--- config.mk ---
export PLATFORM = sky130hd
export DESIGN_NAME = seq_nibble_subtractor
export DESIGN_NICKNAME = d
export VERILOG_FILES = /design/src/rtl/seq_nibble_subtractor.sv
export SDC_FILE = /design/constraint.sdc
export NUM_CORES = 1
export LEC_CHECK = 0
export BUFFER_PORTS_ARGS = -buffer_cell sky130_fd_sc_hd__buf_2
export CAP_MARGIN = 20
export CORE_ASPECT_RATIO = 0.75
export CORE_MARGIN = 4
export CORE_UTILIZATION = 59
export DETAILED_ROUTE_END_ITERATION = 6
export PLACE_DENSITY = 0.84
export SLEW_MARGIN = 20
export SYNTH_ARGS = -nofsm -noshare
export SYNTH_HDL_FRONTEND = slang
export SYNTH_SLANG_ARGS = --single-unit
--- constraint.sdc ---
create_clock -name i_clk -period 5.1 [get_ports i_clk]
set_clock_uncertainty 0.15 [all_clocks]
set_input_delay 0.255 -clock i_clk [delete_from_list [all_inputs] [get_ports i_clk]]
set_output_delay 0.255 -clock i_clk [all_outputs]
set_load 0.1 [all_outputs]
--- src/rtl/seq_nibble_subtractor.sv ---
// Multi-cycle wide subtractor: one 4-bit borrow-lookahead stage, one nibble per clock, LSB first.
// Latency: start sampled at edge t, done pulses in the cycle after edge t+NIBBLES.
// Backpressure: no queueing; start is ignored while busy (RUN/DONE) and re-sampled in IDLE.
module seq_nibble_subtractor #(
  parameter int NIBBLES = 4
) (
  input  logic                   i_clk,
  input  logic                   i_rst,
  input  logic                   i_start,
  input  logic [4*NIBBLES-1:0]   i_a,
  input  logic [4*NIBBLES-1:0]   i_b,
  input  logic                   i_bin,
  output logic                   o_busy,
  output logic                   o_done,
  output logic [4*NIBBLES-1:0]   o_diff,
  output logic                   o_bout,
  output logic                   o_zero
);

  localparam int W  = 4 * NIBBLES;
  localparam int CW = $clog2(NIBBLES) + 1;
  localparam logic [CW-1:0] LAST = CW'(NIBBLES - 1);

  typedef enum logic [1:0] {
    S_IDLE = 2'd0,
    S_RUN  = 2'd1,
    S_DONE = 2'd2
  } state_t;

  state_t          r_state;
  state_t          w_next;
  logic [W-1:0]    r_a;
  logic [W-1:0]    r_b;
  logic [W-1:0]    r_res;
  logic            r_br;
  logic [CW-1:0]   r_cnt;
  logic [W-1:0]    r_diff;
  logic            r_bout;
  logic            r_zero;

  logic [3:0]      w_x;
  logic [3:0]      w_y;
  logic [3:0]      w_g;
  logic [3:0]      w_p;
  logic [3:0]      w_bc;
  logic [3:0]      w_diff;
  logic            w_bout;
  logic [W-1:0]    w_res_next;
  logic            w_last;

  assign w_x    = r_a[3:0];
  assign w_y    = r_b[3:0];
  assign w_last = (r_cnt == LAST);

  // 4-bit borrow-lookahead stage: generate when x<y, propagate the incoming borrow when x==y
  always_comb begin
    w_g     = ~w_x & w_y;
    w_p     = ~(w_x ^ w_y);
    w_bc[0] = r_br;
    w_bc[1] = w_g[0] | (w_p[0] & r_br);
    w_bc[2] = w_g[1] | (w_p[1] & w_g[0]) | (w_p[1] & w_p[0] & r_br);
    w_bc[3] = w_g[2] | (w_p[2] & w_g[1]) | (w_p[2] & w_p[1] & w_g[0])
            | (w_p[2] & w_p[1] & w_p[0] & r_br);
    w_bout  = w_g[3] | (w_p[3] & w_g[2]) | (w_p[3] & w_p[2] & w_g[1])
            | (w_p[3] & w_p[2] & w_p[1] & w_g[0])
            | (w_p[3] & w_p[2] & w_p[1] & w_p[0] & r_br);
    w_diff  = w_x ^ w_y ^ w_bc;
  end

  // New nibble enters the result register from the top; a single nibble needs no shift
  generate
    if (NIBBLES == 1) begin : g_one
      assign w_res_next = w_diff;
    end else begin : g_many
      assign w_res_next = {w_diff, r_res[W-1:4]};
    end
  endgenerate

  // State register
  always_ff @(posedge i_clk or posedge i_rst) begin
    if (i_rst) r_state <= S_IDLE;
    else       r_state <= w_next;
  end

  // Next-state and handshake outputs
  always_comb begin
    w_next = r_state;
    o_busy = 1'b0;
    o_done = 1'b0;
    case (r_state)
      S_IDLE: if (i_start) w_next = S_RUN;
      S_RUN: begin
        o_busy = 1'b1;
        if (w_last) w_next = S_DONE;
      end
      S_DONE: begin
        o_busy = 1'b1;
        o_done = 1'b1;
        w_next = S_IDLE;
      end
      default: w_next = S_IDLE;
    endcase
  end

  // Operand capture, nibble-serial datapath and result load on the final nibble
  always_ff @(posedge i_clk or posedge i_rst) begin
    if (i_rst) begin
      r_a    <= '0;
      r_b    <= '0;
      r_res  <= '0;
      r_br   <= 1'b0;
      r_cnt  <= '0;
      r_diff <= '0;
      r_bout <= 1'b0;
      r_zero <= 1'b0;
    end else begin
      case (r_state)
        S_IDLE: begin
          if (i_start) begin
            r_a   <= i_a;
            r_b   <= i_b;
            r_br  <= i_bin;
            r_cnt <= '0;
          end
        end
        S_RUN: begin
          r_a   <= r_a >> 4;
          r_b   <= r_b >> 4;
          r_br  <= w_bout;
          r_cnt <= r_cnt + 1'b1;
          r_res <= w_res_next;
          if (w_last) begin
            r_diff <= w_res_next;
            r_bout <= w_bout;
            r_zero <= (w_res_next == '0);
          end
        end
        default: ;
      endcase
    end
  end

  assign o_diff = r_diff;
  assign o_bout = r_bout;
  assign o_zero = r_zero;

endmodule

==> metrics.md <==
| Metric | Value |
|---|---|
| Status | `finished, violations left` |
| Failing checks | `negative hold slack` |
| Startpoint types | `flop` |
| I/O pin total | `56` |
| Post-Syn Area | `3078 um^2` |
| Post-Syn Nets | `321` |
| RSZ-0062 raised after global routing | `no` |
| Final Hold Viols | `1` |
| IO buf count | `55` |
| Number of global-route vias before repair | `about 2200` |
| Largest net degree at the start of global routing | `69` |
| Slew Viols, Final | `0` |
| Initial DRC Count | `around 160` |
| Setup CP Type | `reg -> reg` |
| ANT cells | `0` |
| CP Data Required Time | `5220 ps` |
| CTS Hold Bufs | `0` |
| CTS Root Cell | `clkbuf_8` |
| Area of the multi-input gates | `1277 um^2` |
| FF+latch count, synth | `68` |
| GP Congestion | `0.7779` |
| Largest cells by area after synthesis | `dfrtp_1 (55%), mux2_2 (8.0%), mux2i_1 (7.8%), o21ai_0 (5.9%), nand2_1 (5.0%)` |
| # clock sinks | `68` |
| WL met1 | `between 2000 and 3000 um` |
| Critical path capture point type | `flop` |
| Worst EP arrival | `3050 ps` |
| Detailed-route DRC error count | `0` |
| CTS Buffer Depth | `2` |
| Skew-Pair Late Insertion Delay | `330 ps` |
| Drt pass-1 iters | `4` |
| GRT overflow | `0` |
| Gr usage total | `19.83%` |
| Initial Utilization | `between 60 and 70%` |
| Clk slew on worst S/H paths | `70 ps` |
| Cells after synthesis | `274` |
| R2R Path End | `o_zero$_DFFE_PP0P_` |
| Syn avg cell area | `~11 um^2` |
| Chip width | `around 91 um` |
| Layout Nets | `375` |
| Max cap viols | `0` |
| Fin crit share | `57.33%` |
| Setup crit end | `o_zero$_DFFE_PP0P_` |
| Setup slack, reg-to-reg | `approximately 2200 ps` |
| R2R Path Start | `r_state[1]$_DFFE_PP0P_` |
| FMAX | `approximately 340 MHz` |
| Register area | `1702 um^2` |
| Final min period | `2924 ps` |
| Area growth syn-to-layout | `17.36%` |
| Layout cell share with drive strength beyond 1 | `approximately 30%` |
| Slew headroom | `roughly 45%` |
| Core Box Area | `4982 um^2` |
| Metal3 WL | `between 300 and 400 um` |
| Most common cell in the synthesized netlist | `dfrtp_1` |
| DRT Wirelength | `a little under 6000 um` |
| Worst reg2reg path depth | `7` |
| Setup violations, final | `0` |
| Synth Flop Type | `dfrtp_1` |
| # Post-CTS Setup Buffers | `0` |
| Die area | `6448 um^2` |
| Die Y | `70.55 um` |
| Via count | `2206` |
| Seq/Total Area, Yosys | `55.28%` |
| Slew at the pin closest to its max-slew limit | `825.3 ps` |
| Area share of the largest cell type after synthesis | `55.28%` |
| CP startpoint | `r_state[1]$_DFFE_PP0P_` |
| Post-synth EDFFs | `0` |
| Ys async rst share | `100.0%` |
| Via density per instance | `5.447` |
| Met2 wire len | `2790 um` |
| HPWL after DPL | `4115 um` |
| CTS resizes | `0` |
| Setup TNS | `0 ps` |
| Fillers | `366` |
| Crit Path Max Fanout | `55` |
| Avg WL per Cell | `14.69 um` |
| Hold_ws | `-0.7316 ps` |
| Post-synth top cells | `dfrtp_1 (68), nand2_1 (41), o21ai_0 (36)` |
| Largest area contributor in the netlist | `dfrtp_1` |
| Num CTS Buffers | `9` |
| HP Class | `in -> async` |
| Initial antenna violation count | `0` |
| Top sig layer | `met4` |
| Standard-cell rows | `22` |
| CTS tree | `yes` |
| Synth cell types | `31` |
| Final ANT Viol Nets | `0` |
| First-pass GRT wire length | `10160 um` |
| Number of H-tree levels | `3` |
| Yosys warns | `0` |
==> registers in the layout (all words and copies together) (netlist names) <==
name     count
r_a         16
r_br         1
o_zero       1
r_cnt        3
r_state      2
o_diff      16
o_bout       1
r_b         16
r_res       12
==> critical path, cell delays in order (launching register included) <==
cell and delay, ps:
dfrtp_1 390, inv_1 80, ha_2 170, buf_4 580, nand2_1 680, nor4_2 410, and4_1 240, a32o_2 160
==> cell usage in the layout, fill, tap and decap left out, types with 2 or more instances in the layout <==
| cell | n |
|---|---|
| a21oi_1 | 11 |
| clkbuf_1 | 2 |
| ha_1 | 9 |
| dfrtp_1 | 68 |
| a22oi_1 | 8 |
| mux2i_1 | 24 |
| inv_1 | 10 |
| xnor2_1 | 2 |
| clkinv_2 | 3 |
| o21ai_0 | 36 |
| o21ai_1 | 3 |
| buf_4 | 2 |
| nand2_1 | 41 |
| nor2_1 | 6 |
| nand2b_1 | 2 |
| mux2_2 | 22 |
| buf_2 | 55 |
| clkbuf_8 | 9 |
==> area by class of cell <==
class	instances	area share (%)
inverter	11	1.143
timing repair buffer	58	8.798
multi-input combinational	180	35.37
sequential	68	47.11
clock inverter	5	1.455
tap	72	2.494
clock buffer	11	3.637
==> cells by family after synthesis <==
group / synth area share, %
mux: 15.85
buf+inv: 3.536
compound gates: 11.71
flops: 55.28
simple gates: 8.049
xor+xnor: 0.8538
fa+ha+maj: 4.715
==> layer usage <==
metal  global-route usage, %  vias up
met5                       0        -
met4                   6.355        0
met3                   7.120        4
met2                   29.55       62
met1                   27.43     1077
li1                        -     1063
==> how the worst min path moves through the flow <==
stage	start	to	slack, ps
detailed placement	r_a[10]$_DFFE_PP0P_	r_a[10]$_DFFE_PP0P_	320
finish	i_rst	r_state[0]$_DFFE_PP0P_	-0.7
global placement	r_a[7]$_DFFE_PP0P_	r_a[7]$_DFFE_PP0P_	310
global route	i_a[8]	r_a[8]$_DFFE_PP0P_	60
floorplan	i_start	r_state[0]$_DFFE_PP0P_	280
CTS	i_rst	r_a[14]$_DFFE_PP0P_	30
==> per-stage QoR <==
step | utilization (%) | setup slack, ps | cell area [um^2] | hold slack [ps] | cells
finish | 72.50 | 2176 | 3612 | -0.7316 | 405
global route | 72.50 | 1955 | 3612 | 61.08 | 405
CTS | 71.95 | 2132 | 3585 | 28.09 | 404
detailed placement | 68.26 | 2141 | 3401 | 319.8 | 388
global placement | 68.26 | 2293 | 3401 | 310.0 | 388
floorplan | - | 2983 | 3078 | 282.7 | 274
Power is not shown: default switching activity piles up to over one toggle a cycle in this logic, so the estimate is an artifact.
